==> src/rtl/id_ex_operand_stage.sv <==
// ID/EX pipeline register for the RV32 core: latches decoded fields, resolves
// EX/MEM and MEM/WB forwarding into ALU operands, and handles bubbles/holds.
module id_ex_operand_stage #(
  parameter int XLEN = 32
) (
  input  logic            clk,
  input  logic            reset,
  input  logic            stall,
  input  logic            flush,
  input  logic            id_valid,
  input  logic [XLEN-1:0] id_pc,
  input  logic [XLEN-1:0] id_rs1_data,
  input  logic [XLEN-1:0] id_rs2_data,
  input  logic [XLEN-1:0] id_imm,
  input  logic [4:0]      id_rs1,
  input  logic [4:0]      id_rs2,
  input  logic [4:0]      id_rd,
  input  logic            id_uses_rs1,
  input  logic            id_uses_rs2,
  input  logic [3:0]      id_aluc,
  input  logic            id_alusrc_a,
  input  logic            id_alusrc_b,
  input  logic            id_regwrite,
  input  logic            id_memread,
  input  logic            id_memwrite,
  input  logic            exmem_regwrite,
  input  logic [4:0]      exmem_rd,
  input  logic [XLEN-1:0] exmem_result,
  input  logic            memwb_regwrite,
  input  logic [4:0]      memwb_rd,
  input  logic [XLEN-1:0] memwb_result,
  output logic [XLEN-1:0] SrcA,
  output logic [XLEN-1:0] SrcB,
  output logic [3:0]      aluc,
  output logic            ex_valid,
  output logic            ex_regwrite,
  output logic            ex_memread,
  output logic            ex_memwrite,
  output logic [4:0]      ex_rd,
  output logic [XLEN-1:0] ex_pc,
  output logic [XLEN-1:0] ex_store_data,
  output logic            id_hold
);

  logic            valid_q,    valid_d;
  logic [XLEN-1:0] pc_q,       pc_d;
  logic [XLEN-1:0] rs1_data_q, rs1_data_d;
  logic [XLEN-1:0] rs2_data_q, rs2_data_d;
  logic [XLEN-1:0] imm_q,      imm_d;
  logic [4:0]      rs1_q,      rs1_d;
  logic [4:0]      rs2_q,      rs2_d;
  logic [4:0]      rd_q,       rd_d;
  logic [3:0]      aluc_q,     aluc_d;
  logic            alusrc_a_q, alusrc_a_d;
  logic            alusrc_b_q, alusrc_b_d;
  logic            regwrite_q, regwrite_d;
  logic            memread_q,  memread_d;
  logic            memwrite_q, memwrite_d;

  logic [XLEN-1:0] fwd1, fwd2;
  logic            load_use;

  // x0 never forwards; EX/MEM is younger than MEM/WB so it wins.
  function automatic logic [XLEN-1:0] fwd_sel(
    input logic [4:0]      idx,
    input logic [XLEN-1:0] reg_data,
    input logic            em_we,
    input logic [4:0]      em_rd,
    input logic [XLEN-1:0] em_res,
    input logic            mw_we,
    input logic [4:0]      mw_rd,
    input logic [XLEN-1:0] mw_res
  );
    if (idx == 5'd0)                 return '0;
    else if (em_we && em_rd == idx)  return em_res;
    else if (mw_we && mw_rd == idx)  return mw_res;
    else                             return reg_data;
  endfunction

  always_comb begin
    fwd1 = fwd_sel(rs1_q, rs1_data_q, exmem_regwrite, exmem_rd, exmem_result,
                   memwb_regwrite, memwb_rd, memwb_result);
    fwd2 = fwd_sel(rs2_q, rs2_data_q, exmem_regwrite, exmem_rd, exmem_result,
                   memwb_regwrite, memwb_rd, memwb_result);
  end

  assign load_use = id_valid && valid_q && memread_q && (rd_q != 5'd0) &&
                    ((id_uses_rs1 && id_rs1 == rd_q) ||
                     (id_uses_rs2 && id_rs2 == rd_q));

  assign id_hold = (stall || load_use) && !flush;

  // Operand-usage flags are only needed for the hazard check in ID, so they
  // are not carried into EX.
  always_comb begin
    valid_d    = valid_q;
    pc_d       = pc_q;
    rs1_data_d = rs1_data_q;
    rs2_data_d = rs2_data_q;
    imm_d      = imm_q;
    rs1_d      = rs1_q;
    rs2_d      = rs2_q;
    rd_d       = rd_q;
    aluc_d     = aluc_q;
    alusrc_a_d = alusrc_a_q;
    alusrc_b_d = alusrc_b_q;
    regwrite_d = regwrite_q;
    memread_d  = memread_q;
    memwrite_d = memwrite_q;
    if (flush || (!stall && load_use)) begin
      valid_d    = 1'b0;
      pc_d       = '0;
      rs1_data_d = '0;
      rs2_data_d = '0;
      imm_d      = '0;
      rs1_d      = 5'd0;
      rs2_d      = 5'd0;
      rd_d       = 5'd0;
      aluc_d     = 4'b0000;
      alusrc_a_d = 1'b0;
      alusrc_b_d = 1'b0;
      regwrite_d = 1'b0;
      memread_d  = 1'b0;
      memwrite_d = 1'b0;
    end else if (stall) begin
      // Capture forwarded operands so they survive the producer retiring.
      rs1_data_d = fwd1;
      rs2_data_d = fwd2;
    end else begin
      valid_d    = id_valid;
      pc_d       = id_pc;
      rs1_data_d = id_rs1_data;
      rs2_data_d = id_rs2_data;
      imm_d      = id_imm;
      rs1_d      = id_rs1;
      rs2_d      = id_rs2;
      rd_d       = id_rd;
      aluc_d     = id_aluc;
      alusrc_a_d = id_alusrc_a;
      alusrc_b_d = id_alusrc_b;
      regwrite_d = id_regwrite && id_valid;
      memread_d  = id_memread  && id_valid;
      memwrite_d = id_memwrite && id_valid;
    end
  end

  always_ff @(posedge clk) begin
    if (reset) begin
      valid_q    <= 1'b0;
      pc_q       <= '0;
      rs1_data_q <= '0;
      rs2_data_q <= '0;
      imm_q      <= '0;
      rs1_q      <= 5'd0;
      rs2_q      <= 5'd0;
      rd_q       <= 5'd0;
      aluc_q     <= 4'b0000;
      alusrc_a_q <= 1'b0;
      alusrc_b_q <= 1'b0;
      regwrite_q <= 1'b0;
      memread_q  <= 1'b0;
      memwrite_q <= 1'b0;
    end else begin
      valid_q    <= valid_d;
      pc_q       <= pc_d;
      rs1_data_q <= rs1_data_d;
      rs2_data_q <= rs2_data_d;
      imm_q      <= imm_d;
      rs1_q      <= rs1_d;
      rs2_q      <= rs2_d;
      rd_q       <= rd_d;
      aluc_q     <= aluc_d;
      alusrc_a_q <= alusrc_a_d;
      alusrc_b_q <= alusrc_b_d;
      regwrite_q <= regwrite_d;
      memread_q  <= memread_d;
      memwrite_q <= memwrite_d;
    end
  end

  assign SrcA          = alusrc_a_q ? pc_q  : fwd1;
  assign SrcB          = alusrc_b_q ? imm_q : fwd2;
  assign ex_store_data = fwd2;
  assign aluc          = aluc_q;
  assign ex_valid      = valid_q;
  assign ex_regwrite   = regwrite_q;
  assign ex_memread    = memread_q;
  assign ex_memwrite   = memwrite_q;
  assign ex_rd         = rd_q;
  assign ex_pc         = pc_q;

endmodule
==> config.mk <==
export PLATFORM = sky130hd
export DESIGN_NAME = id_ex_operand_stage
export DESIGN_NICKNAME = d
export VERILOG_FILES = /design/src/rtl/id_ex_operand_stage.sv
export SDC_FILE = /design/constraint.sdc
export NUM_CORES = 1
export LEC_CHECK = 0
export ABC_CLOCK_PERIOD_IN_PS = 2600
export BUFFER_PORTS_ARGS = -buffer_cell sky130_fd_sc_hd__buf_2
export CORE_MARGIN = 8
export CORE_UTILIZATION = 49
export DETAILED_ROUTE_END_ITERATION = 8
export GPL_TIMING_DRIVEN = 0
export PLACE_DENSITY = 0.81
export SLEW_MARGIN = 25
export SYNTH_ARGS = -nofsm -noshare
export SYNTH_HDL_FRONTEND = slang
export SYNTH_SLANG_ARGS = --single-unit
==> constraint.sdc <==
create_clock -name clk -period 2.6 [get_ports clk]
set_input_delay 0.52 -clock clk [delete_from_list [all_inputs] [get_ports clk]]
set_output_delay 0.52 -clock clk [all_outputs]
set_load 0.01 [all_outputs]
==> key figures, run 1 <==
Synthesis
  – Post-synthesis sequential area ratio: between 30% and 40%
  – Post-synth cell types: 36
  – Synth Net Count: roughly 1400
  – Synth Flop Type: dfxtp_1
  – Yosys warnings: 0
  – EDFF count, synth: 0
  – Post-synthesis register bit count: between 150 and 200
  – FFs w/ async S/R, synth: 0%
  – Avg Synthesized Cell Area: 7.72 um2
  – Post-Synthesis Cells: about 1200
  – Area of the mapped netlist: 9100 um2

GRT
  – GR Util met3: 10.5%
  – GRT Total Usage: between 30% and 40%
  – Global-route wire length before repair: around 63 mm
  – GR Util met2: around three fifths
  – Pin count of the biggest net entering global routing: 17
  – Vias in the first global route: ~11000
  – Initial antenna violation count: 5
  – Global route overflow: 0
  – Met1 Use GR: roughly 39%
  – Gr busiest metal: met2

Worst setup path
  – Worst-path cell with the longest stage delay: or4_4
  – Cell Chain, Critical Path: xor2_2, or4_4, buf_6, o21ai_1, and3_4, o41ai_2, buf_2
  – Worst-path maximum fanout: 10
  – Worst endpoint required time: ~2100 ps
  – CP Class: reg -> out
  – CP delay by family, top: simple AND/OR/NAND/NOR gates
  – CP Launch Point: rs2_q[4]
  – Crit path DAT: approximately 2500 ps
  – Crit. End Element: output port
  – Crit path launch type: flop
  – Instance count on the critical path: 7
  – RR Startpoint: rs1_q[3]
  – Worst R2R Path Depth: 8
  – Slowest stage delay, CP: about 630 ps
  – CP bufs+invs: 2

STA
  – Final Worst Setup Slack: -438 ps
  – Skew final: 15.6 ps
  – Relative slew margins: 42.0%
  – Fmax achieved: between 300 and 400 MHz
  – Final Max Tran Viols: 0
  – Slew at the pin closest to its max-slew limit: about 870 ps
  – Fin crit period: between 3000 and 4000 ps
  – Final Setup Violations: between 90 and 100
  – Final Cycle Share: 117%
  – RSZ-0062 raised after global routing: true
  – Setup TNS Final: -26900 ps
  – Final Hold Fails: 0

Floorplan
  – Die width: around 150 um
  – Ports: 377
  – Die footprint: about 23000 um2
  – Core area: around 18000 um2
  – Die height: between 150 and 200 um
  – Rows: 50
  – Initial core utilization: a little under 50%

Placed design
  – Post-DP HPWL: 31.0 mm
  – Port-buffer cells: roughly 380
  – GPL Wtd Cong: ~0.94
  – Worst slack, placed: -487 ps

Run status
  – Status: finished with violations
  – Failing checks: negative setup slack

Routing
  – Drt drc: 0
  – Drt pass-1 iters: 6
  – 1st-iter DRT viols: around 1100
  – DR vias: around 11000
  – Drt total wl: roughly 43 mm
  – Post-route ant nets: 0
  – Via/cell ratio: about 6
  – Avg WL per Cell: 23.1 um

Worst hold path
  – Hold Crit Class: in -> reg
  – Worst hold start: id_rd[1]
  – Worst Hold Depth: 3

Finish
  – Final #Nets: 1827
  – Area growth, synth to finish: 43.1%
  – Layout cell share with drive strength beyond 1: between 40 and 50%

Clock tree
  – CTS Sinks: 153
  – Root Driver: clkbuf_16
  – CTS tree: built
  – H-tree depth: 4
  – Clk slew on worst S/H paths: approximately 80 ps
  – Clk_lat worst skew: around 440 ps
  – Maximum clock path buffer count: 2
  – Post-CTS Hold Buffers: 0
  – Num CTS Buffers: 17

Pwr
  – Max VDD drop: 0.000462 V
  – Power density over the cells: ~500 nW/um2
  – Leak Pwr: around 5.7 nW
  – Total power draw: between 0.006 and 0.007 W

Job
  – # Max-Cap Violations: 0
==> power breakdown <==
group | internal, W | switching (W)
Combinational | 0.000566 | 0.000799
Clock | 0.00146 | 0.00120
Sequential | 0.00241 | 0.0000477
==> layout make-up <==
type                    count  area (um2)
diodes                      3        7.51
inverters                   1        3.75
flip-flops and latches    153        3090
repair buffers            399        2170
fillers                  1467        5440
plain buffers             101         707
well taps                 234         293
clock inverters            15         184
clock buffers              17         425
multi-input cells         919        6140
==> metrics by stage <==
| stage | utilization (%) | hold slack [ps] | area [um2] | std cells |
|---|---|---|---|---|
| final | 70.5 | 303 | 13000 | 1842 |
| after global routing | 70.5 | 301 | 13000 | 1842 |
| after CTS | 68.4 | 303 | 12600 | 1837 |
| after detailed placement | 61.1 | 484 | 11300 | 1789 |
| after global placement | 61.1 | 472 | 11300 | 1789 |
| after floorplan | - | 464 | 9100 | 1179 |
==> worst min-delay path: cells and delay by family <==
kind,cells,cell delay (ps)
buffers and inverters,1,70
and+or+nand+nor,1,70
muxes,1,50
==> flip-flops by register name, summed over array words and instances (netlist names) <==
name,cells
ex_rd,5
imm_q,32
rs1_data_q,32
rs2_q,5
ex_memwrite,1
alusrc_a_q,1
ex_regwrite,1
ex_pc,32
aluc,4
alusrc_b_q,1
rs1_q,5
rs2_data_q,32
ex_memread,1
ex_valid,1
==> synth_stat cells (26+ instances only) <==
cell        n  area (um2)
a21o_1     64         480
a31oi_1    64         400
and3_1     64         400
buf_2      28         140
clkbuf_1   73         274
dfxtp_1   153        3060
mux2i_1    85         851
nand2_1   198         743
nand3_1    65         325
nor2_1    125         469
nor3_1     34         170
o21ai_0    70         350
o21ai_1    40         200
o41ai_2    31         504
xnor2_1    26         228
==> kinds of logic after synthesis <==
family / count (synthesis) / synth area share [%]
xor gates and xnor gates: 30 / 2.89
AOI/OAI and AO/OA: 300 / 24.1
muxes: 85 / 9.35
DFF: 153 / 33.7
buffers and inverters: 108 / 5.34
and+or+nand+nor: 503 / 24.7
==> layout by cell type, fill, tap and decap left out, types with 3 or more instances in the layout <==
master	n
a21o_1	64
a21oi_1	3
a22oi_1	3
a31oi_1	64
and3_1	31
and3_4	33
buf_12	5
buf_2	394
buf_4	20
buf_6	11
buf_8	11
clkbuf_1	33
clkbuf_16	20
clkbuf_2	14
clkbuf_4	4
clkbuf_8	5
dfxtp_1	143
dfxtp_2	6
dfxtp_4	4
diode_2	3
inv_6	5
inv_8	3
mux2i_1	85
nand2_1	197
nand3_1	62
nand4_1	5
nor2_1	123
nor2_4	3
nor3_1	31
nor3_2	3
o21ai_0	11
o21ai_1	42
o21ai_2	75
o41ai_2	31
xnor2_1	17
xnor2_2	8
xor2_1	3
==> final timing paths <==
check / endpoint / slack [ps]
hold reg to reg: imm_q[28] / 500
setup / recovery: SrcB[27] / -440
setup reg to reg: rs1_data_q[18] / 200
hold / removal: ex_rd[1] / 300
==> per-layer routing <==
layer	wire, um	up-vias
li1	-	5034
met2	20200	852
met3	4760	178
met1	15600	5318
met4	1960	4
met5	16	-
==> timing repair <==
action | CTS | global route
cloned | 4 | 2
gates resized for setup | 213 | 110
pin swaps | 29 | 30
setup buffers | 17 | 4
endpoints found under the setup margin | 97 | 114
Note: power is estimated with default switching activity, not from simulation.
==> run 2: changes to the inputs <==
--- a/config.mk
+++ b/config.mk
@@ -10,7 +10,6 @@
 export CORE_MARGIN = 8
 export CORE_UTILIZATION = 49
 export DETAILED_ROUTE_END_ITERATION = 8
-export GPL_TIMING_DRIVEN = 0
 export PLACE_DENSITY = 0.81
 export SLEW_MARGIN = 25
 export SYNTH_ARGS = -nofsm -noshare
==> run 2 against run 1 <==
Against the previous run: the flow still finishes with violations (negative setup slack); first-iteration DRC count is 6.8% higher; highest routed layer is now met4; sequential share of layout area shrank 0.11 points; worst hold slack gained 16 ps; clock skew shrank 2.8 ps; flip-flop and latch count unchanged; core utilization rose by 0.26 points; register-to-register slack worse by 130 ps; critical path depth rose by 1; clock power decreased by 7.5%; cell count decreased by 1.5%; worst setup slack better by 55 ps.
==> key figures, run 2 (synthesis results as in run 1) <==
GRT
  – Vias in the first global route: 11200
  – GRT Total Usage: around a third
  – Initial antenna violation count: 7
  – Pin count of the biggest net entering global routing: 83
  – Global-route wire length before repair: a little over 60 mm
  – Global route overflow: 0

Finish
  – Commonest non-fill, non-tap cells in the layout: buf_2 (376), nand2_1 (196), dfxtp_1 (143)
  – Final #Nets: ~1800
  – Layout cell share with drive strength beyond 1: approximately two fifths
  – Commonest non-fill, non-tap cell in the layout: buf_2
  – Area growth, synth to finish: 43.6%
  – Fill cells: approximately 1500

Worst setup path
  – Reg2reg setup slack: roughly 70 ps
  – RR Startpoint: rs1_q[3]
  – Worst endpoint required time: roughly 2100 ps
  – Worst-path maximum fanout: 25
  – Worst-path cell with the longest stage delay: dfxtp_2
  – Crit path DAT: 2460 ps
  – CP bufs+invs: 3
  – CP delay by family, top: simple AND/OR/NAND/NOR gates
  – Reg-to-reg critical path endpoint: rs1_data_q[31]
  – CP Class: reg -> out
  – Crit path launch type: flop
  – Slowest stage delay, CP: roughly 350 ps
  – Cell Chain, Critical Path: buf_4, xnor2_2, nand4_1, or2_4, buf_12, and3_1, o41ai_2, buf_2
  – Crit. End Element: output port
  – Worst R2R Path Depth: 15

Pwr
  – Leak Pwr: 5.71 nW
  – Combinational fraction of design power: about 22%
  – Total power draw: approximately 0.0063 W
  – Max VDD drop: approximately 0.00045 V
  – Internal power: 0.00440 W
  – Seq pwr share: between 30% and 40%
  – Power density over the cells: 480 nW/um2
  – Net switching power: between 0.0015 and 0.002 W
  – Clock power share: between 30% and 40%
  – Switching Share: between 20% and 30%

STA
  – Relative slew margins: around a third
  – Final Cycle Share: 115%
  – Fin crit period: 2980 ps
  – Final Max Tran Viols: 0
  – Hold_ws: 319 ps
  – Slew at the pin closest to its max-slew limit: roughly 1000 ps
  – Skew final: around 13 ps
  – Fmax achieved: roughly 340 MHz
  – Final Worst Setup Slack: -383 ps
  – Final Hold Fails: 0
  – Final Setup Violations: between 90 and 100
  – RSZ-0062 raised after global routing: true

Routing
  – DR vias: 11100
  – Drt total wl: between 40 and 50 mm
  – Avg WL per Cell: about 22 um
  – Post-route ant nets: 0
  – 1st-iter DRT viols: 1135
  – Via/cell ratio: around 6.1
  – Drt drc: 0
  – Drt pass-1 iters: 5

Floorplan
  – Core area: roughly 18000 um2
  – Ports: 377
  – Die height: roughly 150 um
  – Die width: 152 um
  – Rows: 50
  – Die footprint: about 23000 um2
  – Initial core utilization: 49.3%

Worst hold path
  – Hold EP: ex_pc[29]
  – Hold Crit Class: in -> reg
  – Worst Hold Depth: 3
  – Worst hold start: id_pc[29]

Clock tree
  – Num CTS Buffers: 17
  – H-tree depth: 4
  – CTS Sinks: about 150
  – Clk_lat worst skew: ~430 ps
  – Maximum clock path buffer count: 2
  – Root Driver: clkbuf_16
  – Post-CTS Hold Buffers: 0
  – CTS tree: built
  – Clk slew on worst S/H paths: ~70 ps

Placed design
  – Port-buffer cells: 376
  – GPL Wtd Cong: a little over 0.9
  – Post-DP HPWL: between 20 and 30 mm

Job
  – # Max-Cap Violations: 0

Run status
  – Status: finished with violations
  – Failing checks: negative setup slack
run 2: cell types whose count changed in the layout (fill, tap and decap cells not counted), moves of 9 or more:
cell,delta
clkbuf_1,-33
buf_4,+26
buf_12,+22
o21ai_0,+21
o21ai_2,-21
and3_1,+19
and3_4,-19
buf_2,-18
clkbuf_2,-14
buf_16,+10
buf_8,-9
run 2: power by group through the flow:
stage | registers [W] | logic, W | clock network [W]
4_1_cts | 0.00247 | 0.00129 | 0.00248
3_5_place_dp | 0.00252 | 0.00111 | 0
3_3_place_gp | 0.00252 | 0.00110 | 0
2_1_floorplan | 0.00251 | 0.000577 | 0
5_1_grt | 0.00247 | 0.00142 | 0.00257
6_report | 0.00247 | 0.00135 | 0.00246
run 2: what timing repair did:
item	CTS	global route
pin swaps	25	8
endpoints found under the setup margin	96	128
cloned	12	2
endpoints found under the hold margin	0	0
buffers inserted	19	4
gates resized for setup	106	40
run 2: area by class of cell:
| type | instances | area, um2 | area share (%) |
|---|---|---|---|
| diodes | 7 | 17.5 | 0.134 |
| clock buffers | 20 | 467 | 3.57 |
| clock inverters | 12 | 110 | 0.843 |
| inverters | 1 | 3.75 | 0.0287 |
| multi-input cells | 918 | 5930 | 45.4 |
| flip-flops and latches | 153 | 3080 | 23.6 |
| well taps | 234 | 293 | 2.24 |
| repair buffers | 469 | 3160 | 24.2 |
run 2: how the worst max path moves through the flow:
stage / end / from / cells after the start / slack, ps
final: SrcB[16] / rs2_q[0] / 8 / -380
after global routing: SrcB[17] / rs2_q[0] / 8 / -480
after floorplan: SrcB[31] / memwb_rd[0] / 5 / 150
after detailed placement: SrcB[13] / memwb_rd[0] / 8 / -220
after CTS: ex_store_data[29] / rs2_q[3] / 8 / -370
after global placement: SrcB[13] / memwb_rd[0] / 8 / -200
run 2: metrics by stage:
step	worst slack, ps	util (%)	std cells	setup TNS (ps)	cell area [um2]
after floorplan	154	-	1179	0	9100
after global placement	-195	62.6	1742	-8410	11500
after detailed placement	-220	62.6	1742	-10310	11500
after CTS	-371	70.1	1805	-24980	12900
after global routing	-484	70.8	1814	-37040	13100
final	-383	70.8	1814	-28780	13100
run 2: per-layer routing:
layer  GRT usage, %  vias up  wire [um]  part of all wire, %
met3           11.6      166       4670                   12
met4           19.1        0       2080                  5.2
met2           54.5      847      19100                   47
met1           36.3     5143      14500                   36
li1               -     4981          -                    -
met5              0        -          0                    0
run 2: worst reg2reg max path, cell delays in order (launching register included):
cell and delay (ps):
dfxtp_4 370, buf_6 120, xnor2_2 120, nand4_1 170
buf_4 180, buf_4 120, buf_4 120, buf_4 120
buf_4 120, buf_4 150, nor4_4 240, buf_4 190
buf_6 100, buf_8 120, nand2_2 60, a31oi_1 160
==> run 3: changes to the inputs <==
--- a/config.mk
+++ b/config.mk
@@ -8,9 +8,9 @@
 export ABC_CLOCK_PERIOD_IN_PS = 2600
 export BUFFER_PORTS_ARGS = -buffer_cell sky130_fd_sc_hd__buf_2
 export CORE_MARGIN = 8
-export CORE_UTILIZATION = 49
+export CORE_UTILIZATION = 25
 export DETAILED_ROUTE_END_ITERATION = 8
-export PLACE_DENSITY = 0.81
+export REMOVE_ABC_BUFFERS = 1
 export SLEW_MARGIN = 25
 export SYNTH_ARGS = -nofsm -noshare
 export SYNTH_HDL_FRONTEND = slang
==> run 3 against run 2 <==
Against the previous run: the flow still finishes with violations (negative setup slack); combinational power up 14%; clock power down 4%; flip-flop and latch count unchanged; register-to-register slack worse by 20 ps; routed wire length up 17%; maximum frequency down 0.71%; worst setup slack worse by 21 ps; largest cell class unchanged; largest power group unchanged.
==> key figures, run 3 (synthesis results as in run 1) <==
Pwr
  – Clock power share: 37.1%
  – Net switching power: between 0.002 and 0.0025 W
  – Total power draw: between 0.006 and 0.007 W
  – Leak Pwr: approximately 6.2 nW
  – Max VDD drop: roughly 0.00047 V
  – Internal power: approximately 0.0043 W
  – Power density over the cells: 431 nW/um2
  – Switching Share: 32.2%
  – Combinational fraction of design power: around 24%
  – Seq pwr share: between 30% and 40%

Worst setup path
  – Worst endpoint required time: about 2100 ps
  – Crit. End Element: output port
  – Slowest stage delay, CP: between 600 and 700 ps
  – Worst-path maximum fanout: 7
  – Most Frequent Cell on Critical Path: buf_12
  – RR Startpoint: rs1_q[2]
  – CP Class: reg -> out
  – Cell Chain, Critical Path: xor2_4, or4_4, buf_12, buf_12, o21ai_4, and3_4, o41ai_2, buf_2
  – Crit path DAT: 2480 ps
  – Crit path launch type: flop
  – Worst-path cell with the longest stage delay: or4_4
  – CP bufs+invs: 3
  – CP delay by family, top: simple AND/OR/NAND/NOR gates
  – CP Launch Point: rs2_q[4]

Routing
  – Drt drc: 0
  – Post-route ant nets: 0
  – Drt total wl: 47.1 mm
  – Drt pass-1 iters: 6
  – Avg WL per Cell: ~22 um
  – Via/cell ratio: 5.25
  – DR vias: between 10000 and 15000
  – 1st-iter DRT viols: between 500 and 600

Clock tree
  – CTS tree: built
  – Root Driver: clkbuf_16
  – CTS Sinks: around 150
  – H-tree depth: 4
  – Post-CTS Hold Buffers: 0
  – Num CTS Buffers: 17
  – Maximum clock path buffer count: 2
  – Clk_lat worst skew: roughly 450 ps
  – Clk slew on worst S/H paths: 70 ps

Floorplan
  – Die width: 207 um
  – Die footprint: 42700 um2
  – Ports: ~380
  – Rows: 70
  – Core area: between 30000 and 40000 um2
  – Initial core utilization: roughly a quarter
  – Die height: 207 um

Placed design
  – DP Area: about 12000 um2
  – Post-DP HPWL: ~31 mm
  – GPL Wtd Cong: roughly 0.8
  – Port-buffer cells: 376

STA
  – Final Max Tran Viols: 0
  – Fmax achieved: ~330 MHz
  – Final Cycle Share: 116%
  – Fin crit period: approximately 3000 ps
  – Final Setup Violations: between 90 and 100
  – Slew at the pin closest to its max-slew limit: slightly below 700 ps
  – Skew final: about 12 ps
  – RSZ-0062 raised after global routing: true
  – Relative slew margins: 54.4%
  – Final Hold Fails: 0
  – Final Worst Setup Slack: -405 ps

Finish
  – Final #Nets: 1845
  – Final Util: about two fifths
  – Fill cells: roughly 3600
  – Layout cell share with drive strength beyond 1: approximately half
  – Area growth, synth to finish: 62.8%
  – Commonest non-fill, non-tap cells in the layout: buf_2 (369), nand2_1 (195), dfxtp_1 (142)
  – Sequential Area: 3090 um2
  – Commonest non-fill, non-tap cell in the layout: buf_2
  – Multi-input logic area: a little under 7000 um2
  – Fin area: ~15000 um2

Worst hold path
  – Worst hold start: id_imm[9]
  – Hold Crit Class: in -> reg

GRT
  – Global-route wire length before repair: 67.4 mm
  – GRT Total Usage: a little over a fifth
  – Vias in the first global route: between 10000 and 15000
  – Global route overflow: 0
  – Initial antenna violation count: 9
  – Pin count of the biggest net entering global routing: 79

Run status
  – Failing checks: negative setup slack
  – Status: finished with violations

Job
  – # Max-Cap Violations: 0
[run 3: changes by cell type in the layout (fill, tap and decap cells not counted), moves of 24 or more]
cell / delta
and3_1: -42
and3_4: +42
buf_4: +27
nand3_1: -30
o21ai_0: -25
o21ai_1: -24
o21ai_2: +25
o21ai_4: +24
[run 3: final timing paths]
path / to / slack (ps) / depth (start not counted)
worst max-delay path: SrcB[11] / -400 / 8
worst min register to register: aluc[1] / 490 / 2
worst max register to register: rs1_data_q[12] / 50 / 16
worst min-delay path: imm_q[9] / 300 / 3
[run 3: cell type report]
class	count	area share, %
inverters	1	0.0253
clock buffers	21	3.04
flip-flops and latches	153	20.9
diodes	7	0.118
well taps	468	3.95
clock inverters	11	0.499
repair buffers	518	24.8
multi-input cells	919	46.7
[run 3: metrics by stage]
step	TNS, ps	cells	setup slack, ps	hold WS, ps
3_3_place_gp	-11040	1993	-330	472
3_5_place_dp	-14990	1993	-421	485
6_report	-24680	2098	-405	296
4_1_cts	-26080	2090	-401	270
2_1_floorplan	-386050	1072	-2210	464
5_1_grt	-32510	2095	-503	271
[run 3: repair_timing]
item | CTS | global route
cloned | 10 | 1
pin swaps | 110 | 54
hold endpoints to repair | 0 | 0
setup buffers | 55 | 10
setup endpoints to repair | 96 | 129
gates resized for setup | 290 | 118
[run 3: layer usage]
metal | wire length, um | part of all wire (%) | global-route usage, % | vias to the layer above
li1 | - | - | - | 5083
met1 | 19200 | 41 | 24.6 | 5340
met2 | 22800 | 48 | 35.4 | 502
met3 | 3700 | 7.9 | 5.49 | 93
met4 | 1390 | 3.0 | 9.16 | 2
met5 | 13 | 0.028 | 0 | -
[run 3: worst register-to-register path, stage by stage, from the launching register on]
cell and delay, ps:
dfxtp_2 330, buf_6 130, xnor2_2 110, nand2_1 100
buf_4 140, buf_4 120, buf_4 120, buf_4 120
buf_4 130, buf_4 120, buf_4 120, buf_4 150
nor4_4 140, buf_6 170, clkbuf_4 260, nand2_1 80
a31oi_1 150
[run 3: power by group through the flow]
stage	clock network [W]	registers, W	logic [W]
after CTS	0.00243	0.00247	0.00146
final	0.00237	0.00248	0.00154
after floorplan	0	0.00253	0.000492
after global routing	0.00252	0.00248	0.00164
after detailed placement	0	0.00252	0.00117
after global placement	0	0.00252	0.00116
